[src/rtl/serial_add_ctrl.sv]
// serial_add_ctrl: nibble-serial adder controller.
//
// A single 4-bit ripple adder (adder_4b) is time-shared across all nibbles
// of two W-bit operands (W = 4*NIBBLES). One nibble is processed per clock.
// The final carry is registered as Cout, and the full sum is registered as S.
//
// Ports:
//   clk    in   1  rising-edge clock
//   rst    in   1  asynchronous active-high reset
//   start  in   1  request; sampled only in IDLE or DONE
//   A, B   in   W  operands, captured on an accepted start
//   Cin    in   1  carry into nibble 0, captured on an accepted start
//   sub    in   1  subtract select (only when SERIAL_ADD_SUB_EN is defined)
//   busy   out  1  high while an operation is running
//   done   out  1  one-cycle pulse when a result has just been committed
//   S      out  W  last completed result
//   Cout   out  1  carry out of the top nibble of the last result
//
// Optional feature: define SERIAL_ADD_SUB_EN to add the sub port.
// With sub=1 the B slices are inverted and the initial carry is forced to 1,
// so S = A - B and Cout=1 means "no borrow".

// Plain 4-bit ripple-carry adder built from gate-level full adders.
module adder_4b (
  input  logic [3:0] a,
  input  logic [3:0] b,
  input  logic       cin,
  output logic [3:0] sum,
  output logic       cout
);

  logic [4:0] c;

  always_comb begin
    c    = '0;
    sum  = '0;
    c[0] = cin;
    for (int i = 0; i < 4; i++) begin
      sum[i]  = a[i] ^ b[i] ^ c[i];
      c[i+1]  = (a[i] & b[i]) | (a[i] & c[i]) | (b[i] & c[i]);
    end
    cout = c[4];
  end

endmodule

module serial_add_ctrl #(
  parameter int NIBBLES = 4
) (
  input  logic                   clk,
  input  logic                   rst,
  input  logic                   start,
  input  logic [4*NIBBLES-1:0]   A,
  input  logic [4*NIBBLES-1:0]   B,
  input  logic                   Cin,
`ifdef SERIAL_ADD_SUB_EN
  input  logic                   sub,
`endif
  output logic                   busy,
  output logic                   done,
  output logic [4*NIBBLES-1:0]   S,
  output logic                   Cout
);

  localparam int W  = 4 * NIBBLES;
  localparam int IW = $clog2(NIBBLES);
  localparam logic [IW-1:0] LAST_IDX = IW'(NIBBLES - 1);

  typedef enum logic [1:0] {
    IDLE = 2'd0,
    RUN  = 2'd1,
    DONE = 2'd2
  } state_t;

  state_t          state_q, state_d;
  logic [W-1:0]    a_q, a_d;
  logic [W-1:0]    b_q, b_d;
  logic [W-1:0]    res_q, res_d;
  logic [W-1:0]    s_q, s_d;
  logic [IW-1:0]   idx_q, idx_d;
  logic            carry_q, carry_d;
  logic            cout_q, cout_d;
`ifdef SERIAL_ADD_SUB_EN
  logic            sub_q, sub_d;
`endif

  logic [3:0]      a_nib;
  logic [3:0]      b_nib;
  logic [3:0]      sum_nib;
  logic            add_cout;
  logic            accept;

  // Operand slice selection for the shared adder. In subtract mode the
  // B slice is inverted; together with the forced initial carry of 1 this
  // forms the two's complement of B.
  always_comb begin
    a_nib = a_q[4*idx_q +: 4];
`ifdef SERIAL_ADD_SUB_EN
    b_nib = b_q[4*idx_q +: 4] ^ {4{sub_q}};
`else
    b_nib = b_q[4*idx_q +: 4];
`endif
  end

  adder_4b u_adder (
    .a    (a_nib),
    .b    (b_nib),
    .cin  (carry_q),
    .sum  (sum_nib),
    .cout (add_cout)
  );

  // Next-state and datapath logic. A start is honoured only in IDLE or
  // DONE, so the captured operands are frozen for the whole RUN phase.
  always_comb begin
    state_d = state_q;
    a_d     = a_q;
    b_d     = b_q;
    res_d   = res_q;
    s_d     = s_q;
    idx_d   = idx_q;
    carry_d = carry_q;
    cout_d  = cout_q;
`ifdef SERIAL_ADD_SUB_EN
    sub_d   = sub_q;
`endif
    accept  = 1'b0;

    case (state_q)
      IDLE: begin
        if (start) begin
          accept  = 1'b1;
          state_d = RUN;
        end
      end
      RUN: begin
        res_d[4*idx_q +: 4] = sum_nib;
        carry_d             = add_cout;
        if (idx_q == LAST_IDX) begin
          // Last nibble: publish the full result on entry to DONE.
          s_d     = res_d;
          cout_d  = add_cout;
          idx_d   = '0;
          state_d = DONE;
        end else begin
          idx_d = idx_q + 1'b1;
        end
      end
      DONE: begin
        if (start) begin
          accept  = 1'b1;
          state_d = RUN;
        end else begin
          state_d = IDLE;
        end
      end
      default: begin
        state_d = IDLE;
      end
    endcase

    if (accept) begin
      a_d   = A;
      b_d   = B;
      res_d = '0;
      idx_d = '0;
`ifdef SERIAL_ADD_SUB_EN
      sub_d   = sub;
      carry_d = sub ? 1'b1 : Cin;
`else
      carry_d = Cin;
`endif
    end
  end

  // State and datapath registers; reset clears everything immediately.
  always_ff @(posedge clk or posedge rst) begin
    if (rst) begin
      state_q <= IDLE;
      a_q     <= '0;
      b_q     <= '0;
      res_q   <= '0;
      s_q     <= '0;
      idx_q   <= '0;
      carry_q <= 1'b0;
      cout_q  <= 1'b0;
`ifdef SERIAL_ADD_SUB_EN
      sub_q   <= 1'b0;
`endif
    end else begin
      state_q <= state_d;
      a_q     <= a_d;
      b_q     <= b_d;
      res_q   <= res_d;
      s_q     <= s_d;
      idx_q   <= idx_d;
      carry_q <= carry_d;
      cout_q  <= cout_d;
`ifdef SERIAL_ADD_SUB_EN
      sub_q   <= sub_d;
`endif
    end
  end

  assign busy = (state_q == RUN);
  assign done = (state_q == DONE);
  assign S    = s_q;
  assign Cout = cout_q;

endmodule

[config.mk]
export PLATFORM = sky130hd
export DESIGN_NAME = serial_add_ctrl
export DESIGN_NICKNAME = d
export VERILOG_FILES = /design/src/rtl/serial_add_ctrl.sv
export SDC_FILE = /design/constraint.sdc
export NUM_CORES = 1
export LEC_CHECK = 0
export BUFFER_PORTS_ARGS = -buffer_cell sky130_fd_sc_hd__buf_2
export CORE_ASPECT_RATIO = 0.6
export CORE_MARGIN = 4
export CORE_UTILIZATION = 60
export DETAILED_ROUTE_END_ITERATION = 10
export PLACE_DENSITY = 0.91
export SLEW_MARGIN = 20
export SYNTH_ARGS = -nofsm -noshare
export SYNTH_HDL_FRONTEND = slang
export SYNTH_SLANG_ARGS = --single-unit
[constraint.sdc]
create_clock -name clk -period 8.7 [get_ports clk]
set_input_delay 0.87 -clock clk [delete_from_list [all_inputs] [get_ports clk]]
set_output_delay 0.87 -clock clk [all_outputs]
set_load 0.02 [all_outputs]
======== After elaboration in Yosys (flattened, before gate mapping) ========
Index checks and enable logic that the tools add are counted.
Widths: inputs -> output; s select.
storage, ports and cells
  register bits after elaboration ......... 70
  bits of input ports ..................... 36
  word-level logic and storage cells ...... 66
  output and inout port bits .............. 19
cells by class
  bitwise operators ....................... 28
  mux-type cells .......................... 14
  reduce and logical (&&, ||, !) cells .... 5
  shift operators ......................... 4
  $add $sub $neg .......................... 2
  eq/ne operators ......................... 5
operators with widths
  cell                     number
  $neg 4->34               1
  $shift 4x34->16 const A  1
  $shiftx 4x34->16         1
  $mux 16                  2
  $shiftx 16x5->4          2
  $bwmux 16                1
  $and 1x1->1              12
  $mux 2                   5
  $or 1x1->1               8
  $xor 1x1->1              8
  $pmux 2 s3               1
  $mux 1                   5
  $eq 2x2->1 const B       2
  $reduce_and 2->1         2
  $add 2x1->2 const B      1
  $eq 2x1->1 const B       1
  $logic_not 2->1          1
  $ne 2x1->1 const B       1
  $ne 2x2->1 const B       1
  $reduce_bool 2->1        1
  $reduce_or 2->1          1

======== Logic depth before layout (Yosys ltp) ========
Gate-level depths: netlist of the first run.
  depth after elaboration ................. 15
  gate-level depth with buffers ........... 11
  mapped depth without buffers ............ 9

======== By module ========
From an unflattened synthesis of the first run, not the netlist that was laid out.
unflattened totals
  cells, all modules ...................... 326
  area, all modules ....................... 3270.6 µm²
by module, submodules not included
  module           area each (µm²)  instances  cells each  sequential area each (µm²)
  serial_add_ctrl  3153.0           1          312         1751.7
  adder_4b         117.6            1          14          0.0

======== Worst setup path after synthesis of the first run ========
No wires, ideal clock.
  path type ............................... register to register
  start point ............................. reg idx_q[0]
  end point ............................... reg res_q[11]
  cell stages (with the launch flop) ...... 11
  period minus slack after synthesis ...... 2.859 ns
  path buffers ............................ 2
  arrival time ............................ 2.737 ns
  library setup time ...................... 0.122 ns
  path slack .............................. 5.841 ns
  cells stage by stage .................... dfrtp_1 -> buf_6 -> mux4_2 -> fa_1 -> inv_1 -> fa_1 -> fa_1 -> inv_1 -> fa_1 -> buf_2 -> a32o_1
between the ends
  cells in the longest elaborated chain, start to end .. 15
  elaborated cells on any way between the ends .. 31
  classes of those cells .................. 1 x add/sub; 4 x shift; 3 x mux; 23 x bitwise
RTL lines
  what                                line     source
  from (decl)                         80       logic [IW-1:0] idx_q, idx_d;
  from (signal assigned)              196      idx_q <= idx_d;
  $shiftx 16x5->4 (on tied branches)  97, 101
  $and 1x1->1                         40       c[i+1] = (a[i] & b[i]) | (a[i] & c[i]) | (b[i] & c[i]);
  $or 1x1->1 (2 in a row)             40
  $and 1x1->1                         40
  $or 1x1->1 (2 in a row)             40
  $and 1x1->1                         40
  $or 1x1->1 (2 in a row)             40
  $xor 1x1->1                         39       sum[i] = a[i] ^ b[i] ^ c[i];
  $shiftx 4x34->16                    137      res_d[4*idx_q +: 4] = sum_nib;
  $bwmux 16 (*)                       137
  $mux 16 (*)                         129      case (state_q)
  $mux 16 (*)                         162      if (accept) begin
  to (signal assigned)                194      res_q <= res_d;
  to (decl)                           78       logic [W-1:0] res_q, res_d;
Every way passes the cells marked *; elsewhere a longest branch is shown, timed or not. The select of a mux whose other input is x is not followed.
A chain may end at the register's enable or synchronous reset.

======== Worst setup path after layout of the first run ========
  start point ............................. reg idx_q[0]
  end point ............................... reg s_q[7] (netlist: S[7])
between the ends
  cells in the longest elaborated chain, start to end .. 13
  elaborated cells on any way between the ends .. 31
  classes of those cells .................. 1 x add/sub; 1 x eq/ne; 4 x shift; 1 x mux; 23 x bitwise; 1 x reduce/logical
RTL lines
  what                                line     source
  $shiftx 16x5->4 (on tied branches)  97, 101
  $and 1x1->1                         40
  $or 1x1->1 (2 in a row)             40
  $and 1x1->1                         40
  $or 1x1->1 (2 in a row)             40
  $and 1x1->1                         40
  $or 1x1->1 (2 in a row)             40
  $xor 1x1->1                         39
  $shiftx 4x34->16                    137
  $bwmux 16                           137
  to (signal assigned)                183      s_q <= '0;
  to (signal assigned)                195      s_q <= s_d;
  to (decl)                           79       logic [W-1:0] s_q, s_d;
Parallel ways exist; a longest one is shown, timed or not.

==> results of run 1 <==
==> worst max path at each step <==
stage	to	slack (ns)	cells after the start
3_3_place_gp	S[3]	5.56	9
2_1_floorplan	res_q[11]	5.84	10
5_1_grt	S[7]	5.08	9
3_5_place_dp	S[7]	5.33	9
4_1_cts	S[7]	5.32	9
6_report	S[7]	5.30	9
==> cell families after synthesis <==
family,after synthesis
muxes,9
adders and majority gates,10
AOI/OAI and AO/OA,48
buffers and inverters,31
and+or+nand+nor,151
DFF,70
==> final cells by class <==
class / count / area, µm² / area share (%)
flip-flops and latches: 70 / 1750 / 46.3
multi-input cells: 218 / 1390 / 36.9
repair buffers: 59 / 315 / 8.34
clock buffers: 12 / 155 / 4.10
well taps: 66 / 82.6 / 2.18
clock inverters: 3 / 43.8 / 1.16
inverters: 10 / 37.5 / 0.993
==> cells in the mapped netlist <==
library cell  count
nand2_1          98
dfrtp_1          70
nor2_1           18
nand2b_1         17
a21oi_1          16
nor2b_1          10
buf_2             9
inv_1             9
a22o_1            8
a32o_1            8
buf_4             8
a31oi_1           6
ha_1              6
mux4_2            5
a21oi_2           4
buf_6             4
fa_1              4
mux4_1            3
a31oi_2           2
and4bb_1          2
nand3_1           2
o31ai_1           2
a22oi_1           1
and3b_1           1
and4b_2           1
inv_2             1
mux2_2            1
nand2b_2          1
nor4bb_1          1
o21ai_0           1
==> stage by stage <==
stage | cell area [µm²] | utilization [%] | cells
after floorplan | 3330 | - | 319
after global placement | 3570 | 68.5 | 422
after detailed placement | 3580 | 68.8 | 423
after CTS | 3780 | 72.6 | 438
after global routing | 3780 | 72.6 | 438
final | 3780 | 72.6 | 438
==> sequential cells by signal, indices dropped and copies added (netlist names) <==
signal   flops
S           16
carry_q      1
idx_q        2
Cout         1
state_q      2
res_q       16
b_q         16
a_q         16
==> worst min-delay path: stages, from the launching register on <==
cell and delay [ns]:
dfrtp_1 0.33, nand2_1 0.06, nand2_1 0.06
==> power by group through the flow <==
stage,Sequential (W),Combinational (W),Clock [W]
final,0.000583,0.000821,0.000261
after global routing,0.000602,0.000898,0.000278
after CTS,0.000581,0.000814,0.000267
after detailed placement,0.000582,0.000809,0
after global placement,0.000578,0.000761,0
after floorplan,0.000593,0.000576,0
==> per-layer routing <==
layer / GRT usage, % / wire length (µm) / up-vias
met3: 8.34 / 667 / 14
met1: 33.1 / 3210 / 1243
li1: - / - / 1167
met5: 0 / 0 / -
met4: 8.29 / 116 / 0
met2: 36.2 / 3320 / 110
==> cells in the final DEF (no fill, tap or decap), drive strengths merged <==
master	instances
nand2	98
dfrtp	70
buf	59
a21oi	20
nor2	18
nand2b	18
clkbuf	12
nor2b	10
inv	10
a32o	8
a22o	8
a31oi	8
mux4	8
ha	6
fa	4
nand3	2
o31ai	2
and4bb	2
clkinv	2
and3b	1
mux2	1
a22oi	1
o21ai	1
and4b	1
nor4bb	1
bufinv	1
==> results by group, run 1 <==
Yosys
  – Largest family of logic cells by synthesized area: simple AND/OR/NAND/NOR gates
  – Cell variety after synth: 30
  – Synth Area in Compound Gates: 10.7%
  – Post-Synth Adder-Cell Area: around 4.7%
  – Mean Syn Cell Area: 10.4 µm²
  – Fraction of the yosys area taken by sequential cells: a little over half
  – Mapped Cells: between 300 and 400
  – Syn nets: between 300 and 400
  – Cell Area, Synth: between 0.003 and 0.004 mm²
  – Post-Synth XOR/XNOR Area: 0%
  – Register bit total from synthesis: 70
  – Simple-gate area share of the yosys netlist: about a fifth
  – Total number of yosys warnings: 0
  – Yosys top cell area share: approximately 53%
  – Post-synthesis mux area share: about 6%
  – Yosys top cell by area: dfrtp_1
  – Synth area leaders: dfrtp_1 53%, nand2_1 11%, mux4_2 3.4%

Finish
  – Area Overhead vs Synth: 13.5%
  – Nets: between 400 and 500
  – Antenna Diode Count: 0
  – Layout cells sized above 1: approximately a quarter
  – Fillers: 372

Worst setup path
  – Largest stage delay, worst path: ~0.82 ns
  – Data arrival, critical path: 3.66 ns
  – Critical Path Start: idx_q[0]
  – RR Startpoint: idx_q[0]
  – CP dominant cell by count: fa_1
  – Internal reg-to-reg setup slack: ~5.3 ns
  – Setup crit end kind: flop
  – Buf/Inv on CP: 2
  – CP Data Required Time: around 9 ns
  – CP max FO: 18
  – CP max-delay cell: dfrtp_1
  – Worst R2R End: S[7]
  – CP top delay family: adder cells
  – WS Path Type: flop to flop
  – Startpoint class of the critical path: flop
  – Worst Reg-to-Reg Cells: 9
  – Crit path cell chain: mux4_2, fa_1, inv_1, fa_1, fa_1, inv_1, fa_1, a21oi_1, a21oi_1

Routing
  – Total number of vias: between 2000 and 3000
  – Initial DRC count: ~180
  – Final ANT Viol Nets: 0
  – Drt wl/cell: about 17 µm
  – Detail-routed via count per cell: 5.79
  – Router iterations before antenna repair: 4
  – Post-Route WL: 7.31 mm
  – # DRC: 0

Pwr
  – Total Power: around 0.0017 W
  – Net Sw Power: 0.000711 W
  – Power density over the cells: between 400 and 500 mW/mm²
  – Pleak: between 1.5 and 2 nW
  – Internal: 0.000954 W
  – Sw Share: 42.7%
  – Share of power burned in registers: a little over a third
  – Comb pwr share: roughly half
  – Clk network pwr share: between 10% and 20%
  – Maximum vdd drop: about 0.19 mV

Floorplan
  – Die area: between 0.006 and 0.007 mm²
  – Row cnt: 20
  – Core area: approximately 0.0052 mm²
  – Initial Utilization: 64.0%
  – Die span in x: approximately 100 µm
  – I/O pin count: 55
  – Die Span Y: 65.7 µm

CTS
  – Clk_lat worst skew: around 0.34 ns
  – Clock transition at path regs: 0.07 ns
  – H-tree levels: 3
  – TritonCTS clock tree: yes
  – # resized after CTS: 0
  – CTS Hold Bufs: 0
  – Clk sinks: 70
  – Root buf cell: clkbuf_8
  – Num CTS Buffers: 9
  – Setup Fix Bufs, Post-CTS: 0
  – CTS max path bufs: 2

Hold path
  – Hold Crit Start: b_q[1]
  – Worst hold endpoint: b_q[1]
  – Worst Hold Depth: 2
  – Hold crit path type: flop to flop

Timing
  – Skew final: 0.00548 ns
  – Slew Limit Fails: 0
  – Unrepaired setup endpoints after global routing: no
  – Worst hold slack: ~0.48 ns
  – Slew at the pin closest to its max-slew limit: 0.869 ns
  – Worst setup margin: about 5.3 ns
  – Fin crit share: 39.0%
  – Fin crit period: roughly 3.4 ns
  – Setup violators final: 0
  – Max frequency: 0.294 GHz
  – Setup tns final: 0 ns
  – Slew headroom: 42.1%
  – Final Hold Fails: 0

Placed design
  – GP Congestion: 0.825
  – HPWL Detailed: 5.10 mm
  – I/O Buffers: between 50 and 60
  – Pre-CTS setup slack: about 5.3 ns

Global routing
  – GRT Resource Usage Total: 24.1%
  – Vias in the first global route: 2524
  – Largest net degree at the start of global routing: 71
  – Antenna violations before repair: 0
  – First-pass GRT wire length: 12.6 mm
  – Total grt overflow: 0

Flow run
  – Max cap viols: 0

Status
  – Status: finished, final reports clean
No activity file was read; power rests on OpenSTA's default activity.
==> run 2, diff against run 1 <==
Settings changed: CORE_UTILIZATION 60 to 56, PLACE_DENSITY 0.91 to 0.86.
Clock period 8.7 ns to 3.29 ns, I/O delays scaled along.
==> results by group, run 2 (synthesis results as in run 1) <==
Status
  – Status: finished, final reports clean

CTS
  – CTS Hold Bufs: 0
  – TritonCTS clock tree: yes
  – H-tree levels: 3
  – Num CTS Buffers: 9
  – Setup Fix Bufs, Post-CTS: 0
  – Root buf cell: clkbuf_8
  – Clock transition at path regs: about 0.070 ns
  – # resized after CTS: 0
  – Clk sinks: 70
  – Clk_lat worst skew: 0.35 ns
  – CTS max path bufs: 2

Floorplan
  – Row cnt: 21
  – Core area: between 0.005 and 0.006 mm²
  – Initial Utilization: between 50% and 60%
  – Die area: around 0.0073 mm²
  – Die span in x: around 110 µm
  – Die Span Y: about 68 µm
  – I/O pin count: 55

Finish
  – Fillers: about 450
  – Nets: 417
  – Layout cells sized above 1: 25.3%
  – Area Overhead vs Synth: 15.2%
  – Commonest non-fill, non-tap cell in the layout: nand2_1
  – Multi-input gate area in the final layout: 0.00139 mm²
  – Most frequent cells in the layout: 98 x nand2_1, 70 x dfrtp_1, 54 x buf_2
  – Non-Filler Instances: roughly 460
  – Antenna Diode Count: 0
  – Sequential Area: 0.00175 mm²

Worst setup path
  – Data arrival, critical path: roughly 3 ns
  – Crit path cell chain: buf_4, mux4_1, fa_1, inv_1, fa_1, fa_1, inv_1, fa_1, a21oi_1, a21oi_1
  – CP dominant cell by count: fa_1
  – Setup crit end kind: flop
  – CP top delay family: adder cells
  – Largest stage delay, worst path: about 0.54 ns
  – CP max-delay cell: fa_1
  – CP Data Required Time: between 3 and 4 ns
  – Startpoint class of the critical path: flop
  – WS Path Type: flop to flop
  – CP max FO: 17
  – Buf/Inv on CP: 3

Global routing
  – Antenna violations before repair: 0
  – Largest net degree at the start of global routing: 33
  – M3 GR Usage: about 6.6%
  – Met2 Usage GRT: roughly 33%
  – Vias in the first global route: 2530
  – Most Used Layer, Global Route: met2
  – Total grt overflow: 0
  – Met1 Track Usage GR: between 30% and 40%
  – GRT Resource Usage Total: 22.7%
  – First-pass GRT wire length: around 12 mm

Timing
  – Slew Limit Fails: 0
  – Setup violators final: 0
  – Worst hold slack: approximately 0.065 ns
  – Fin crit period: between 2 and 3 ns
  – Slew headroom: ~51%
  – Max frequency: around 0.35 GHz
  – Fin crit share: a little under 90%
  – Setup tns final: 0 ns
  – Skew final: between 0.006 and 0.007 ns
  – Slew at the pin closest to its max-slew limit: approximately 0.73 ns
  – Unrepaired setup endpoints after global routing: no
  – Final Hold Fails: 0

Pwr
  – Maximum vdd drop: between 0.5 and 0.6 mV
  – Total Power: 0.00449 W
  – Pleak: 1.91 nW
  – Power density over the cells: 1170 mW/mm²

Routing
  – Initial DRC count: between 150 and 200
  – Post-Route WL: 7.36 mm
  – Final ANT Viol Nets: 0
  – Router iterations before antenna repair: 5
  – # DRC: 0
  – Total number of vias: about 2400
  – Detail-routed via count per cell: around 5.3
  – Drt wl/cell: around 16 µm

Hold path
  – Hold crit path type: input port to async pin

Placed design
  – I/O Buffers: 54
  – GP Congestion: a little over 0.8
  – HPWL Detailed: around 5.4 mm
  – Cells after DPL: 440

Flow run
  – Max cap viols: 0
==> run 2: cell count changes in the layout (fill, tap and decap cells not counted), sizes merged <==
cell	previous run	this run
clkinvlp	0	2
buf	59	62
clkbuf	12	10
bufinv	1	2
==> run 2: area by class of cell <==
type / instances / area share, %
repair buffers: 62 / 8.61
well taps: 80 / 2.61
clock inverters: 6 / 2.22
clock buffers: 10 / 3.59
inverters: 10 / 0.978
flip-flops and latches: 70 / 45.7
multi-input cells: 218 / 36.3
==> run 2: path summary, 6_finish.rpt <==
kind                          start       to  slack, ns  cells past startpoint
max in group asynchronous       rst     S[9]       2.49                      3
min reg2reg                  b_q[8]   b_q[8]       0.48                      2
max                        idx_q[0]     S[3]       0.40                     10
min in group clk              A[10]  a_q[10]       0.17                      3
max reg2reg                idx_q[0]     S[3]       0.40                     10
min                             rst     Cout       0.07                      2
==> run 2: metal layers <==
layer	vias up	wire length [µm]
met5	-	0
met4	0	132
met3	15	513
met2	73	3180
met1	1183	3530
li1	1164	-
==> run 2: per-stage QoR <==
stage | utilization, % | worst slack [ns] | cell area, µm²
after global routing | 67.6 | 0.218 | 3840
after detailed placement | 63.7 | 0.426 | 3610
after CTS | 67.6 | 0.405 | 3840
final | 67.6 | 0.399 | 3840
after global placement | 63.7 | 0.536 | 3610
after floorplan | - | 0.431 | 3330
==> run 2: where the power goes <==
part	total [W]	internal [W]	switching, W
sequential	0.00150	0.00126	0.000241
combinational	0.00223	0.000895	0.00134
clock	0.000763	0.000444	0.000318
==> run 3, diff against run 2 <==
Settings changed: PLACE_DENSITY 0.86 to 0.75.
==> results by group, run 3 (synthesis results as in run 1) <==
Routing
  – Total number of vias: between 2000 and 2500
  – Top sig layer: met4
  – Router iterations before antenna repair: 4
  – Drt wl/cell: 15.1 µm
  – Met3 routed WL: around 540 µm
  – Final ANT Viol Nets: 0
  – Detail-routed via count per cell: between 5 and 6
  – Post-Route WL: 6.97 mm
  – Initial DRC count: approximately 150
  – # DRC: 0
  – Detail Route met2 WL: 2.96 mm
  – Wire length on met1: 3.39 mm

Global routing
  – Vias in the first global route: around 2300
  – Antenna violations before repair: 0
  – First-pass GRT wire length: between 10 and 15 mm
  – GRT Resource Usage Total: between 20% and 30%
  – Total grt overflow: 0
  – Largest net degree at the start of global routing: 36

Floorplan
  – Die area: about 0.0073 mm²
  – Core area: around 0.0057 mm²
  – Die Span Y: 67.7 µm
  – Die span in x: around 110 µm
  – Row cnt: 21
  – I/O pin count: between 50 and 60
  – Initial Utilization: approximately 59%

Finish
  – Layout cells sized above 1: between 20% and 30%
  – Antenna Diode Count: 0
  – Most frequent cells in the layout: 98 x nand2_1, 70 x dfrtp_1, 54 x buf_2
  – Nets: ~420
  – Sequential Area: roughly 0.0018 mm²
  – Post-route design area: approximately 0.0038 mm²
  – Fillers: 483
  – Area Overhead vs Synth: 15.5%
  – Multi-input gate area in the final layout: between 0.001 and 0.0015 mm²
  – Commonest non-fill, non-tap cell in the layout: nand2_1

Timing
  – Slew headroom: 52.3%
  – Slew Limit Fails: 0
  – Fin crit share: roughly 87%
  – Max frequency: ~0.35 GHz
  – Worst setup margin: around 0.43 ns
  – Worst hold slack: roughly 0.17 ns
  – Setup violators final: 0
  – Fin crit period: approximately 2.9 ns
  – Skew final: ~0.0052 ns
  – Slew at the pin closest to its max-slew limit: roughly 0.71 ns
  – Setup tns final: 0 ns
  – Unrepaired setup endpoints after global routing: no
  – Final Hold Fails: 0

Worst setup path
  – Crit path cell chain: mux4_2, fa_1, inv_1, fa_1, fa_1, inv_1, fa_1, a21oi_1, a21oi_1
  – Data arrival, critical path: roughly 3.1 ns
  – CP top delay family: adder cells
  – WS Path Type: flop to flop
  – CP dominant cell by count: fa_1
  – Startpoint class of the critical path: flop
  – CP max FO: 8
  – Buf/Inv on CP: 2
  – CP Data Required Time: roughly 3.6 ns
  – CP max-delay cell: fa_1
  – Setup crit end kind: flop
  – Largest stage delay, worst path: between 0.6 and 0.7 ns

Placed design
  – Dpl cell area: 0.00364 mm²
  – I/O Buffers: 54
  – Pre-CTS setup slack: 0.457 ns
  – HPWL Detailed: roughly 5 mm
  – GP Congestion: slightly above 0.8

Pwr
  – Maximum vdd drop: 0.501 mV
  – Pleak: between 1.5 and 2 nW
  – Power density over the cells: approximately 1100 mW/mm²

CTS
  – Clock transition at path regs: approximately 0.070 ns
  – Clk_lat worst skew: approximately 0.34 ns
  – Num CTS Buffers: 9
  – Root buf cell: clkbuf_8
  – TritonCTS clock tree: yes
  – Clk sinks: 70
  – Setup Fix Bufs, Post-CTS: 0
  – CTS max path bufs: 2
  – # resized after CTS: 0
  – H-tree levels: 3

Flow run
  – Max cap viols: 0

Hold path
  – Hold crit path type: input port to flop

Status
  – Status: finished, final reports clean
==> run 3: stage by stage <==
step | util (%) | std cells | power [W]
floorplan | - | 319 | 0.00309
global placement | 64.1 | 443 | 0.00367
detailed placement | 64.1 | 443 | 0.00372
CTS | 67.8 | 460 | 0.00443
global route | 67.8 | 460 | 0.00474
finish | 67.8 | 460 | 0.00440
==> run 3: worst paths after layout <==
check / slack, ns / depth (start not counted) / end / start
min in group asynchronous: 0.50 / 3 / b_q[6] / rst
max: 0.43 / 9 / S[3] / idx_q[0]
min reg2reg: 0.47 / 2 / b_q[8] / b_q[8]
min: 0.17 / 3 / b_q[7] / B[7]
max reg2reg: 0.43 / 9 / S[3] / idx_q[0]
max in group asynchronous: 2.02 / 4 / res_q[10] / rst
==> run 3: layer usage <==
metal,track usage (%),vias to the layer above
met4,7.09,0
met2,30.3,64
met3,6.78,9
met5,0,-
met1,32.0,1173
li1,-,1176
==> run 3: worst reg2reg max path, cell delays in order, from the launching register on <==
cell	delay (ns)
dfrtp_1	0.40
mux4_2	0.55
fa_1	0.39
inv_1	0.07
fa_1	0.17
fa_1	0.16
inv_1	0.05
fa_1	0.68
a21oi_1	0.12
a21oi_1	0.17
==> run 3: final cells by class <==
class                   count  area share (%)
flip-flops and latches     70            45.5
well taps                  80            2.60
clock buffers              12            4.03
multi-input cells         218            36.2
repair buffers             66            9.43
inverters                  10           0.976
clock inverters             4            1.17
==> run 3: timing repair <==
| action | CTS | global route |
|---|---|---|
| hold buffers | 1 | 0 |
| endpoints found under the hold margin | 16 | 0 |
| endpoints found under the setup margin | 0 | 0 |
==> run 3: power by group <==
group / internal, W / leakage [nW] / total [W] / switching (W)
logic: 0.000908 / 0.942 / 0.00222 / 0.00132
registers: 0.00126 / 0.883 / 0.00149 / 0.000232
clock network: 0.000388 / 0.106 / 0.000692 / 0.000304
total: 0.00255 / 1.93 / 0.00440 / 0.00185
